## src/rtl/trap_csr_sequencer_if.sv

```systemverilog
// Trap sequencer bus: trap request/capture inputs, shared CSR write port and
// pipeline stall/redirect outputs.
//  master : trap unit / CSR file / pipeline side (drives requests and CSRWrReady)
//  slave  : trap_csr_sequencer (drives CSR write port, busy, done, handler PC)
interface trap_csr_sequencer_if #(
  parameter int unsigned XLEN = 64
);
  // trap request and state captured at acceptance
  logic            TrapReqM;
  logic            InterruptReqM;
  logic            TrapToM;
  logic            TrapToHS;
  logic            TrapToVS;
  logic [3:0]      CauseReqM;
  logic [1:0]      PrivReqW;
  logic [XLEN-1:0] EPCReqM;
  logic [XLEN-1:0] TvalReqM;
  logic [XLEN-1:0] MTVEC;
  logic [XLEN-1:0] STVEC;
  logic [XLEN-1:0] VSTVEC;
  logic [XLEN-1:0] StatusCurM;

  // shared CSR write port
  logic            CSRWrReady;
  logic            CSRWrEn;
  logic [11:0]     CSRWrAddr;
  logic [XLEN-1:0] CSRWrData;

  // pipeline control
  logic            TrapBusyM;
  logic            TrapDoneM;
  logic [XLEN-1:0] TrapPCM;

  modport master (
    output TrapReqM, InterruptReqM, TrapToM, TrapToHS, TrapToVS, CauseReqM,
           PrivReqW, EPCReqM, TvalReqM, MTVEC, STVEC, VSTVEC, StatusCurM,
           CSRWrReady,
    input  CSRWrEn, CSRWrAddr, CSRWrData, TrapBusyM, TrapDoneM, TrapPCM
  );

  modport slave (
    input  TrapReqM, InterruptReqM, TrapToM, TrapToHS, TrapToVS, CauseReqM,
           PrivReqW, EPCReqM, TvalReqM, MTVEC, STVEC, VSTVEC, StatusCurM,
           CSRWrReady,
    output CSRWrEn, CSRWrAddr, CSRWrData, TrapBusyM, TrapDoneM, TrapPCM
  );
endinterface

```

## src/rtl/trap_csr_sequencer.sv

```systemverilog
// Trap entry sequencer. On an accepted trap it captures cause/EPC/tval/target,
// then issues xEPC, xCAUSE, xTVAL and xSTATUS writes over one shared CSR write
// port (each held until CSRWrReady) and finally pulses TrapDoneM with the
// handler PC derived from the target's xTVEC.
// Ports:
//  clk    clock
//  reset  asynchronous, active-high reset
//  bus    trap_csr_sequencer_if.slave: trap request inputs, CSR write port
//         (CSRWrEn/Addr/Data, CSRWrReady), TrapBusyM, TrapDoneM, TrapPCM
module trap_csr_sequencer #(
  parameter int unsigned XLEN               = 64,
  parameter bit          VECTORED_SUPPORTED = 1'b1
) (
  input  logic                 clk,
  input  logic                 reset,
  trap_csr_sequencer_if.slave  bus
);

  typedef enum logic [2:0] {
    IDLE,
    WR_EPC,
    WR_CAUSE,
    WR_TVAL,
    WR_STATUS,
    REDIRECT
  } stateT;

  typedef enum logic [1:0] {
    TARGET_M,
    TARGET_HS,
    TARGET_VS
  } targetT;

  localparam logic [11:0] EPC_OFS   = 12'h041;
  localparam logic [11:0] CAUSE_OFS = 12'h042;
  localparam logic [11:0] TVAL_OFS  = 12'h043;

  stateT           state;
  logic [11:0]     addrBase;
  logic [XLEN-1:0] causeData;
  logic [XLEN-1:0] tvalData;
  logic [XLEN-1:0] statusData;
  logic [XLEN-1:0] trapPc;

  targetT          targetC;
  logic [3:0]      codeC;
  logic [11:0]     addrBaseC;
  logic [XLEN-1:0] tvecC;
  logic [XLEN-1:0] tvecBaseC;
  logic            vectoredC;
  logic [XLEN-1:0] epcDataC;
  logic [XLEN-1:0] causeDataC;
  logic [XLEN-1:0] tvalDataC;
  logic [XLEN-1:0] statusDataC;
  logic [XLEN-1:0] trapPcC;

  // Everything written later is derived from the live request inputs, so the
  // capture edge freezes the whole sequence and later input changes are moot.
  always_comb begin
    targetC = TARGET_M;
    if (bus.TrapToM)       targetC = TARGET_M;
    else if (bus.TrapToHS) targetC = TARGET_HS;
    else if (bus.TrapToVS) targetC = TARGET_VS;

    // VS-level interrupts are reported with their S-level codes (VSSI/VSTI/VSEI -> SSI/STI/SEI)
    codeC = bus.CauseReqM;
    if ((targetC == TARGET_VS) && bus.InterruptReqM &&
        ((bus.CauseReqM == 4'd2) || (bus.CauseReqM == 4'd6) || (bus.CauseReqM == 4'd10)))
      codeC = bus.CauseReqM - 4'd1;

    case (targetC)
      TARGET_HS: begin addrBaseC = 12'h100; tvecC = bus.STVEC;  end
      TARGET_VS: begin addrBaseC = 12'h200; tvecC = bus.VSTVEC; end
      default:   begin addrBaseC = 12'h300; tvecC = bus.MTVEC;  end
    endcase

    epcDataC   = {bus.EPCReqM[XLEN-1:1], 1'b0};
    causeDataC = {bus.InterruptReqM, {(XLEN-5){1'b0}}, codeC};
    tvalDataC  = bus.InterruptReqM ? '0 : bus.TvalReqM;

    // Stack interrupt enable into the previous-enable bit and record prior privilege
    statusDataC = bus.StatusCurM;
    if (targetC == TARGET_M) begin
      statusDataC[7]     = bus.StatusCurM[3];
      statusDataC[3]     = 1'b0;
      statusDataC[12:11] = bus.PrivReqW;
    end else begin
      statusDataC[5]     = bus.StatusCurM[1];
      statusDataC[1]     = 1'b0;
      statusDataC[8]     = bus.PrivReqW[0];
    end

    // MODE 10/11 are reserved and fall back to direct
    tvecBaseC = {tvecC[XLEN-1:2], 2'b00};
    vectoredC = VECTORED_SUPPORTED && (tvecC[1:0] == 2'b01) && bus.InterruptReqM;
    trapPcC   = vectoredC ? (tvecBaseC + XLEN'({codeC, 2'b00})) : tvecBaseC;
  end

  // Sequencer state and registered outputs
  always_ff @(posedge clk or posedge reset) begin
    if (reset) begin
      state         <= IDLE;
      addrBase      <= '0;
      causeData     <= '0;
      tvalData      <= '0;
      statusData    <= '0;
      trapPc        <= '0;
      bus.CSRWrEn   <= 1'b0;
      bus.CSRWrAddr <= '0;
      bus.CSRWrData <= '0;
      bus.TrapBusyM <= 1'b0;
      bus.TrapDoneM <= 1'b0;
      bus.TrapPCM   <= '0;
    end else begin
      case (state)
        IDLE: begin
          bus.TrapDoneM <= 1'b0;
          if (bus.TrapReqM) begin
            addrBase      <= addrBaseC;
            causeData     <= causeDataC;
            tvalData      <= tvalDataC;
            statusData    <= statusDataC;
            trapPc        <= trapPcC;
            bus.CSRWrEn   <= 1'b1;
            bus.CSRWrAddr <= addrBaseC | EPC_OFS;
            bus.CSRWrData <= epcDataC;
            bus.TrapBusyM <= 1'b1;
            state         <= WR_EPC;
          end
        end
        WR_EPC: begin
          if (bus.CSRWrReady) begin
            bus.CSRWrAddr <= addrBase | CAUSE_OFS;
            bus.CSRWrData <= causeData;
            state         <= WR_CAUSE;
          end
        end
        WR_CAUSE: begin
          if (bus.CSRWrReady) begin
            bus.CSRWrAddr <= addrBase | TVAL_OFS;
            bus.CSRWrData <= tvalData;
            state         <= WR_TVAL;
          end
        end
        WR_TVAL: begin
          if (bus.CSRWrReady) begin
            bus.CSRWrAddr <= addrBase;
            bus.CSRWrData <= statusData;
            state         <= WR_STATUS;
          end
        end
        WR_STATUS: begin
          if (bus.CSRWrReady) begin
            bus.CSRWrEn   <= 1'b0;
            bus.CSRWrAddr <= '0;
            bus.CSRWrData <= '0;
            bus.TrapDoneM <= 1'b1;
            bus.TrapPCM   <= trapPc;
            state         <= REDIRECT;
          end
        end
        REDIRECT: begin
          // requests arriving here are dropped; the next IDLE cycle may accept
          bus.TrapDoneM <= 1'b0;
          bus.TrapBusyM <= 1'b0;
          state         <= IDLE;
        end
        default: begin
          bus.CSRWrEn   <= 1'b0;
          bus.TrapBusyM <= 1'b0;
          bus.TrapDoneM <= 1'b0;
          state         <= IDLE;
        end
      endcase
    end
  end

endmodule
```

## src/flat_wrapper.sv

```systemverilog
// flat-port wrapper written by rule: the top's interface ports become plain ports
module trap_csr_sequencer_flat 
#(
  parameter int unsigned XLEN               = 64,
  parameter bit          VECTORED_SUPPORTED = 1'b1
)
  (clk, reset, bus_TrapReqM, bus_InterruptReqM, bus_TrapToM, bus_TrapToHS, bus_TrapToVS, bus_CauseReqM, bus_PrivReqW, bus_EPCReqM, bus_TvalReqM, bus_MTVEC, bus_STVEC, bus_VSTVEC, bus_StatusCurM, bus_CSRWrReady, bus_CSRWrEn, bus_CSRWrAddr, bus_CSRWrData, bus_TrapBusyM, bus_TrapDoneM, bus_TrapPCM);
  trap_csr_sequencer_if #(.XLEN(XLEN)) bus_i ();
  input  logic clk;
  input  logic reset;
  input wire logic [$bits(bus_i.TrapReqM)-1:0] bus_TrapReqM;
  input wire logic [$bits(bus_i.InterruptReqM)-1:0] bus_InterruptReqM;
  input wire logic [$bits(bus_i.TrapToM)-1:0] bus_TrapToM;
  input wire logic [$bits(bus_i.TrapToHS)-1:0] bus_TrapToHS;
  input wire logic [$bits(bus_i.TrapToVS)-1:0] bus_TrapToVS;
  input wire logic [$bits(bus_i.CauseReqM)-1:0] bus_CauseReqM;
  input wire logic [$bits(bus_i.PrivReqW)-1:0] bus_PrivReqW;
  input wire logic [$bits(bus_i.EPCReqM)-1:0] bus_EPCReqM;
  input wire logic [$bits(bus_i.TvalReqM)-1:0] bus_TvalReqM;
  input wire logic [$bits(bus_i.MTVEC)-1:0] bus_MTVEC;
  input wire logic [$bits(bus_i.STVEC)-1:0] bus_STVEC;
  input wire logic [$bits(bus_i.VSTVEC)-1:0] bus_VSTVEC;
  input wire logic [$bits(bus_i.StatusCurM)-1:0] bus_StatusCurM;
  input wire logic [$bits(bus_i.CSRWrReady)-1:0] bus_CSRWrReady;
  output wire logic [$bits(bus_i.CSRWrEn)-1:0] bus_CSRWrEn;
  output wire logic [$bits(bus_i.CSRWrAddr)-1:0] bus_CSRWrAddr;
  output wire logic [$bits(bus_i.CSRWrData)-1:0] bus_CSRWrData;
  output wire logic [$bits(bus_i.TrapBusyM)-1:0] bus_TrapBusyM;
  output wire logic [$bits(bus_i.TrapDoneM)-1:0] bus_TrapDoneM;
  output wire logic [$bits(bus_i.TrapPCM)-1:0] bus_TrapPCM;
  assign bus_i.TrapReqM = bus_TrapReqM;
  assign bus_i.InterruptReqM = bus_InterruptReqM;
  assign bus_i.TrapToM = bus_TrapToM;
  assign bus_i.TrapToHS = bus_TrapToHS;
  assign bus_i.TrapToVS = bus_TrapToVS;
  assign bus_i.CauseReqM = bus_CauseReqM;
  assign bus_i.PrivReqW = bus_PrivReqW;
  assign bus_i.EPCReqM = bus_EPCReqM;
  assign bus_i.TvalReqM = bus_TvalReqM;
  assign bus_i.MTVEC = bus_MTVEC;
  assign bus_i.STVEC = bus_STVEC;
  assign bus_i.VSTVEC = bus_VSTVEC;
  assign bus_i.StatusCurM = bus_StatusCurM;
  assign bus_i.CSRWrReady = bus_CSRWrReady;
  assign bus_CSRWrEn = bus_i.CSRWrEn;
  assign bus_CSRWrAddr = bus_i.CSRWrAddr;
  assign bus_CSRWrData = bus_i.CSRWrData;
  assign bus_TrapBusyM = bus_i.TrapBusyM;
  assign bus_TrapDoneM = bus_i.TrapDoneM;
  assign bus_TrapPCM = bus_i.TrapPCM;
  trap_csr_sequencer #(.XLEN(XLEN), .VECTORED_SUPPORTED(VECTORED_SUPPORTED)) u_core (.clk(clk), .reset(reset), .bus(bus_i));
endmodule
```

## config.mk

```make
export PLATFORM = sky130hd
export DESIGN_NAME = trap_csr_sequencer_flat
export DESIGN_NICKNAME = d
export VERILOG_FILES = /design/src/rtl/trap_csr_sequencer_if.sv /design/src/rtl/trap_csr_sequencer.sv /design/src/flat_wrapper.sv
export SDC_FILE = /design/constraint.sdc
export NUM_CORES = 1
export LEC_CHECK = 0
export ABC_AREA = 1
export BUFFER_PORTS_ARGS = -buffer_cell sky130_fd_sc_hd__buf_2
export CELL_PAD_IN_SITES_DETAIL_PLACEMENT = 1
export CELL_PAD_IN_SITES_GLOBAL_PLACEMENT = 2
export CORE_ASPECT_RATIO = 0.9
export CORE_MARGIN = 8
export CORE_UTILIZATION = 26
export CTS_BUF_LIST = sky130_fd_sc_hd__clkbuf_16
export DETAILED_ROUTE_END_ITERATION = 8
export PLACE_DENSITY_LB_ADDON = 0.12
export SYNTH_ARGS = -nofsm -noshare
export SYNTH_HDL_FRONTEND = slang
export SYNTH_SLANG_ARGS = --single-unit
```

## constraint.sdc

```tcl
create_clock -name clk -period 10.15 [get_ports clk]
set_input_delay 0.5075 -clock clk [delete_from_list [all_inputs] [get_ports clk]]
set_output_delay 0.5075 -clock clk [all_outputs]
set_load 0.02 [all_outputs]
```

* Word level (Yosys, flattened, before mapping) *
Cells that the tools add are included.

cells by class
  add/sub/neg operators = 2
  eq/ne operators = 16
  mux-type cells = 38
  bitwise operators = 3
  reduce and logical (&&, ||, !) cells = 18

operators with widths
  cell                                            number
  two-way mux 64 bit                              7
  case mux 64 bit (5 select lines)                1
  case mux 64 bit (2 select lines)                1
  adder 64 x 6 -> 64 bit                          1
  two-way mux 12 bit                              5
  case mux 12 bit (5 select lines)                1
  case mux 10 bit (2 select lines)                1
  two-way mux 3 bit                               5
  case mux 3 bit (5 select lines)                 1
  != test 2 bit (second input constant)           5
  two-way mux 1 bit                               8
  two-way mux 2 bit                               4
  AND reduction 2 bit                             4
  OR reduction 4 bit                              2
  == test 3 x 2 -> 1 bit (second input constant)  2
  == test 3 bit (second input constant)           2
  AND reduction 6 bit                             1
  AND reduction 5 bit                             1
  nonzero test 5 bit                              1
  == test 2 x 1 -> 1 bit (second input constant)  2
  == test 4 x 2 -> 1 bit (second input constant)  1
  == test 4 x 3 -> 1 bit (second input constant)  1
  == test 4 bit (second input constant)           1
  two-way mux 4 bit                               1
  other kinds (12)                                18

storage, ports and cells
  register bits after elaboration = 355

* Longest topological paths before layout *
  depth after elaboration = 9
  mapped depth = 25

* Worst setup path after synthesis *
Ideal clock, no wire load.

  path kind = input to register
  start = in bus_TrapToVS
  end = reg u_core.trapPc[62]
  setup time = 0.118 ns
  arrival time = 3.370 ns
  required time = 10.032 ns
  slack = 6.662 ns
  stages on the path = 20
  buffers on the path = 3
  cells stage by stage = buf_2 > nand2_4 > nor2_4 > buf_2 > buf_2 > nand4_1 > xor2_1 > ha_1 > inv_1 > fa_1 > nor2_1 > nor2_1 > nor2_1 > nand3_1 > nor3_1 > nand2_1 > nor2_2 > nand3_1 > nand3_1 > nand2_1

on the way
  cells in the longest elaborated chain, start to end = 9
  elaborated cells on any way between the ends = 13
  those cells by class = 1 x add/sub; 3 x eq/ne; 6 x mux; 3 x reduce/logical

ends and longest elaborated chain
  item                            RTL line                   RTL
  from (decl)                     flat_wrapper.sv:15         input wire logic [$bits(bus_i.TrapToVS)-1:0] bus_TrapToVS;
  two-way mux 2 bit               trap_csr_sequencer.sv:63   else if (bus.TrapToVS) targetC = TARGET_VS;
  two-way mux 2 bit               trap_csr_sequencer.sv:62   else if (bus.TrapToHS) targetC = TARGET_HS;
  two-way mux 2 bit               trap_csr_sequencer.sv:61   if (bus.TrapToM) targetC = TARGET_M;
  == test 2 bit                   trap_csr_sequencer.sv:67   if ((targetC == TARGET_VS) && bus.InterruptReqM &&
  logical AND 1 bit (2 in a row)  trap_csr_sequencer.sv:67
  two-way mux 4 bit               trap_csr_sequencer.sv:67
  net u_core.codeC[0]             trap_csr_sequencer.sv:46   logic [3:0] codeC;
  adder 64 x 6 -> 64 bit          trap_csr_sequencer.sv:96   trapPcC = vectoredC ? (tvecBaseC + XLEN'({codeC, 2'b00})) : tvecBaseC;
  two-way mux 64 bit              trap_csr_sequencer.sv:96
  to (signal assigned)            trap_csr_sequencer.sv:123  trapPc <= trapPcC;
  to (decl)                       trap_csr_sequencer.sv:43   logic [XLEN-1:0] trapPc;

The timed path passes the listed nets, and every way through them passes these cells.
A chain may end at the register's enable or synchronous reset.

* Worst setup path after layout *
  start = in bus_TrapToM
  end = reg u_core.trapPc[29]

on the way
  cells in the longest elaborated chain, start to end = 7
  elaborated cells on any way between the ends = 11
  those cells by class = 1 x add/sub; 3 x eq/ne; 4 x mux; 3 x reduce/logical

ends and longest elaborated chain
  item                            RTL line                  RTL
  from (decl)                     flat_wrapper.sv:13        input wire logic [$bits(bus_i.TrapToM)-1:0] bus_TrapToM;
  two-way mux 2 bit               trap_csr_sequencer.sv:61
  == test 2 bit                   trap_csr_sequencer.sv:67
  logical AND 1 bit (2 in a row)  trap_csr_sequencer.sv:67
  two-way mux 4 bit               trap_csr_sequencer.sv:67
  net u_core.codeC[1]             trap_csr_sequencer.sv:46
  adder 64 x 6 -> 64 bit          trap_csr_sequencer.sv:96
  two-way mux 64 bit              trap_csr_sequencer.sv:96

The timed path passes the listed nets, and every way through them passes these cells.

==> reports/results.txt <==
Status: finished clean
Layout cells sized above 1: 27.5%
Ranking of synthesized cells by area: dfrtp_1, nand2_1, o21ai_0
H-tree depth: 2
CTS root buffer: clkbuf_16
Register area share after synthesis: 48.4%
Final setup violation count: 0
Fin crit period: 4890 ps
Vias in the first global route: 18.2k
Die Y: 261 µm
Layout net count: 3056
Hold EP: u_core.statusData[34]$_DFFE_PP0P_
Reg2Reg Depth: 11
Total track usage: 19.4%
Total congestion overflow: 0
Main combinational cell family by area after synthesis: simple AND/OR/NAND/NOR gates
First-pass GRT wire length: 112000 µm
Initial antenna violation count: 14
Worst min path class: in2reg
Syn. warnings: 0
Clock slew at reported path FFs: 60 ps
Compound-Gate Fraction of Synth Area: 12.4%
Post-synth top area share: 48.4%
Total CTS buffers: 41
Die Area: 75000 µm²
Post-Synth Simple-Gate Area: 25.7%
Crit share post-route: 48.2%
Crit Reg-Reg Startpoint: u_core.state[0]$_DFFE_PP0P_
Total power: 0.00633 W
GR Util met3: 4.63%
Worst-margin pin slew: 1190 ps
Routed wire length: 74900 µm
Drt first-iter violations: 759
# port buffers: 530
Worst setup EP type: flop
Routed vias/inst: 4.70
Async set-or-reset flop fraction in the synthesized netlist: 100%
CTS tree: built
Resize count post-CTS: 0
Post-synthesis xor/xnor area fraction: 1.01%
Origin of the worst setup path: bus_TrapToM
FF-to-FF setup slack: 6740 ps
Global Route met1 Usage: 24.3%
Post-synthesis adder-cell area fraction: 0.550%
Worst-Skew Late Latency: 550 ps
Min-delay src: bus_StatusCurM[34]
Leak: 11.0 nW
Die W: 288 µm
Mapped Cells: 2170
Initial cell density of the core: 26.3%
Setup tns final: 0 ps
Slew margin rel.: 20.8%
Final core utilization: 33.4%
PwrDens: 289 nW/µm²
Mux cell area share after synthesis: 4.04%
Maximum clock path buffer count: 3
Critical path peak fanout: 34
Global placer's final weighted congestion: 0.852
Maxcap violations: 0
Post-DP HPWL: 56400 µm
GR Util met2: 32.9%
Row count: 89
Hold buffer count at CTS: 0
Hold depth: 3
Maximum vdd drop: 0.000343 V
DRC viols: 0
Detail Route Antenna Nets: 0
Fin Clk Skew: 15.6 ps
Avg Cell Area, Syn: 7.96 µm²
Synth Register Bits: 334
Cell taking the most area after synthesis: dfrtp_1
Primary FF master, synth: dfrtp_1
Number of I/O pins: 541
CP Launch Type: input pin
Number of flops mapped to enable cells by yosys: 0
GRT Max-Usage Layer: met2
Achievable frequency: 204 MHz
Synth-to-layout area growth: 26.9%
Initial DRT Pass Iterations: 5
Final hold vios: 0
Routed len/inst: 21.1 µm
Unique masters post-synth: 51
RSZ-0062 raised after global routing: false
Post CTS Setup Buffer Count: 0
Post-Syn Area: 17300 µm²
Fillers: 8133
CP required: 10620 ps
Reg-to-Reg End: u_core.bus.CSRWrData[17]$_DFFE_PP0P_
Core area: 65700 µm²
Clock sinks: 334
Worst endpoint data arrival time: 5370 ps
Crit path kind: in2reg
Largest net degree at the start of global routing: 211
Routed vias: 16.7k
Max-slew violations: 0
[final cells by class]
class	instances	area, µm²	area share (%)
Sequential cell	334	8360	38.1
Multi-Input combinational cell	1511	7620	34.8
Timing Repair Buffer	547	2790	12.7
Tap cell	864	1080	4.93
Clock buffer	42	1050	4.79
Inverter	216	823	3.75
Clock inverter	30	173	0.787
Antenna cell	11	27.5	0.126
[how the worst max path moves through the flow]
stage / depth (start not counted) / slack [ps] / endpoint
floorplan: 1 / 390 / u_core.addrBase[8]$_DFFE_PP0P_
global placement: 23 / 4640 / u_core.trapPc[29]$_DFFE_PP0P_
finish: 23 / 5260 / u_core.trapPc[29]$_DFFE_PP0P_
global route: 23 / 4770 / u_core.trapPc[29]$_DFFE_PP0P_
CTS: 23 / 5210 / u_core.trapPc[29]$_DFFE_PP0P_
detailed placement: 23 / 4640 / u_core.trapPc[29]$_DFFE_PP0P_
[sequential cells by signal, indices dropped and copies added (netlist names), 3 cells and up]
register              flops
u_core.bus.CSRWrAddr      5
u_core.bus.CSRWrData     64
u_core.bus.TrapPCM       62
u_core.causeData          5
u_core.state              3
u_core.statusData        64
u_core.trapPc            62
u_core.tvalData          64
[report_power, final]
group | internal, W | switching (W)
combinational | 0.000849 | 0.00188
clock | 0.000773 | 0.000577
sequential | 0.00197 | 0.000281
total | 0.00359 | 0.00274
[layer usage]
metal  wire (µm)  part of all wire [%]  vias to the layer above
met5          37                 0.049                        -
met4        1960                   2.6                        6
met3        4760                   6.4                       91
met2       35900                    48                      433
met1       32300                    43                     8100
li1            -                     -                     8076
[per-stage QoR]
step	worst slack (ps)	instance area, µm²	hold WS [ps]	std cells
after floorplan	389	17300	442	2178
after global placement	4640	20700	455	3472
after detailed placement	4640	20700	461	3472
after CTS	5210	21900	103	3544
after global routing	4770	21900	130	3550
final	5260	21900	152	3555
[synthesized netlist by cell type (2+ instances only)]
library cell and instances:
ha_1 6, nand2_1 628, xnor2_1 3, nand4_1 34
inv_2 21, nor2_4 7, buf_1 8, o211ai_1 2
a21oi_1 59, nand2_4 2, a221oi_1 3, clkbuf_1 76
inv_1 193, nor3_1 8, a22o_1 15, nand3_1 171
a22oi_1 22, nor4_1 2, buf_4 17, buf_6 4
nand3_2 6, o22ai_1 55, o31ai_1 2, nor2_1 147
a21o_1 4, mux2_2 62, a31oi_1 17, o21ai_1 3
nor2_2 20, xor2_1 17, nand3b_1 4, o211ai_2 3
or2_2 5, buf_2 12, o21ai_0 175, o21bai_1 9
dfrtp_1 334
[cell usage in the layout, fill, tap and decap left out, types with 3 or more instances in the layout]
cell type	count
o211ai_2	3
clkbuf_16	42
nor2_2	20
buf_4	16
o22ai_1	55
nor3_1	6
mux2_2	62
nand2_1	628
nor3_2	3
a21o_1	4
a221oi_1	3
nand3b_1	4
inv_1	198
or2_2	5
nor2_1	144
a22oi_1	22
clkinv_2	7
buf_2	530
dfrtp_1	334
o21ai_0	175
a31oi_1	17
inv_2	21
clkinv_1	12
diode_2	11
nand3_2	6
nor2_4	10
o21bai_1	9
ha_1	6
conb_1	9
o21ai_1	3
nand3_1	171
xor2_1	17
xnor2_1	3
nand4_1	34
a21oi_1	59
a22o_1	15
[critical path: stages]
cell and delay, ps:
buf_2 140, inv_2 220, nand2_4 310, nor2_4 540, buf_4 530, nand4_1 310
o21ai_0 440, inv_1 90, ha_1 290, nand3_1 80, nand2_1 110, nand2_1 60
nand2_1 130, nand2_1 90, inv_1 130, nand2_1 110, nor2_2 260, nand4_1 170
nor2_2 350, nand2_1 90, nand2_1 80, nand3_1 160, nand2_1 140
[kinds of logic after synthesis]
logic type                 count (synthesis)
and+or+nand+nor                         1041
AOI/OAI and AO/OA                        372
DFF                                      334
adders and majority gates                  7
buffers and inverters                    333
xor gates and xnor gates                  20
muxes                                     62
other                                      1
(Power assumes the default switching activity.)
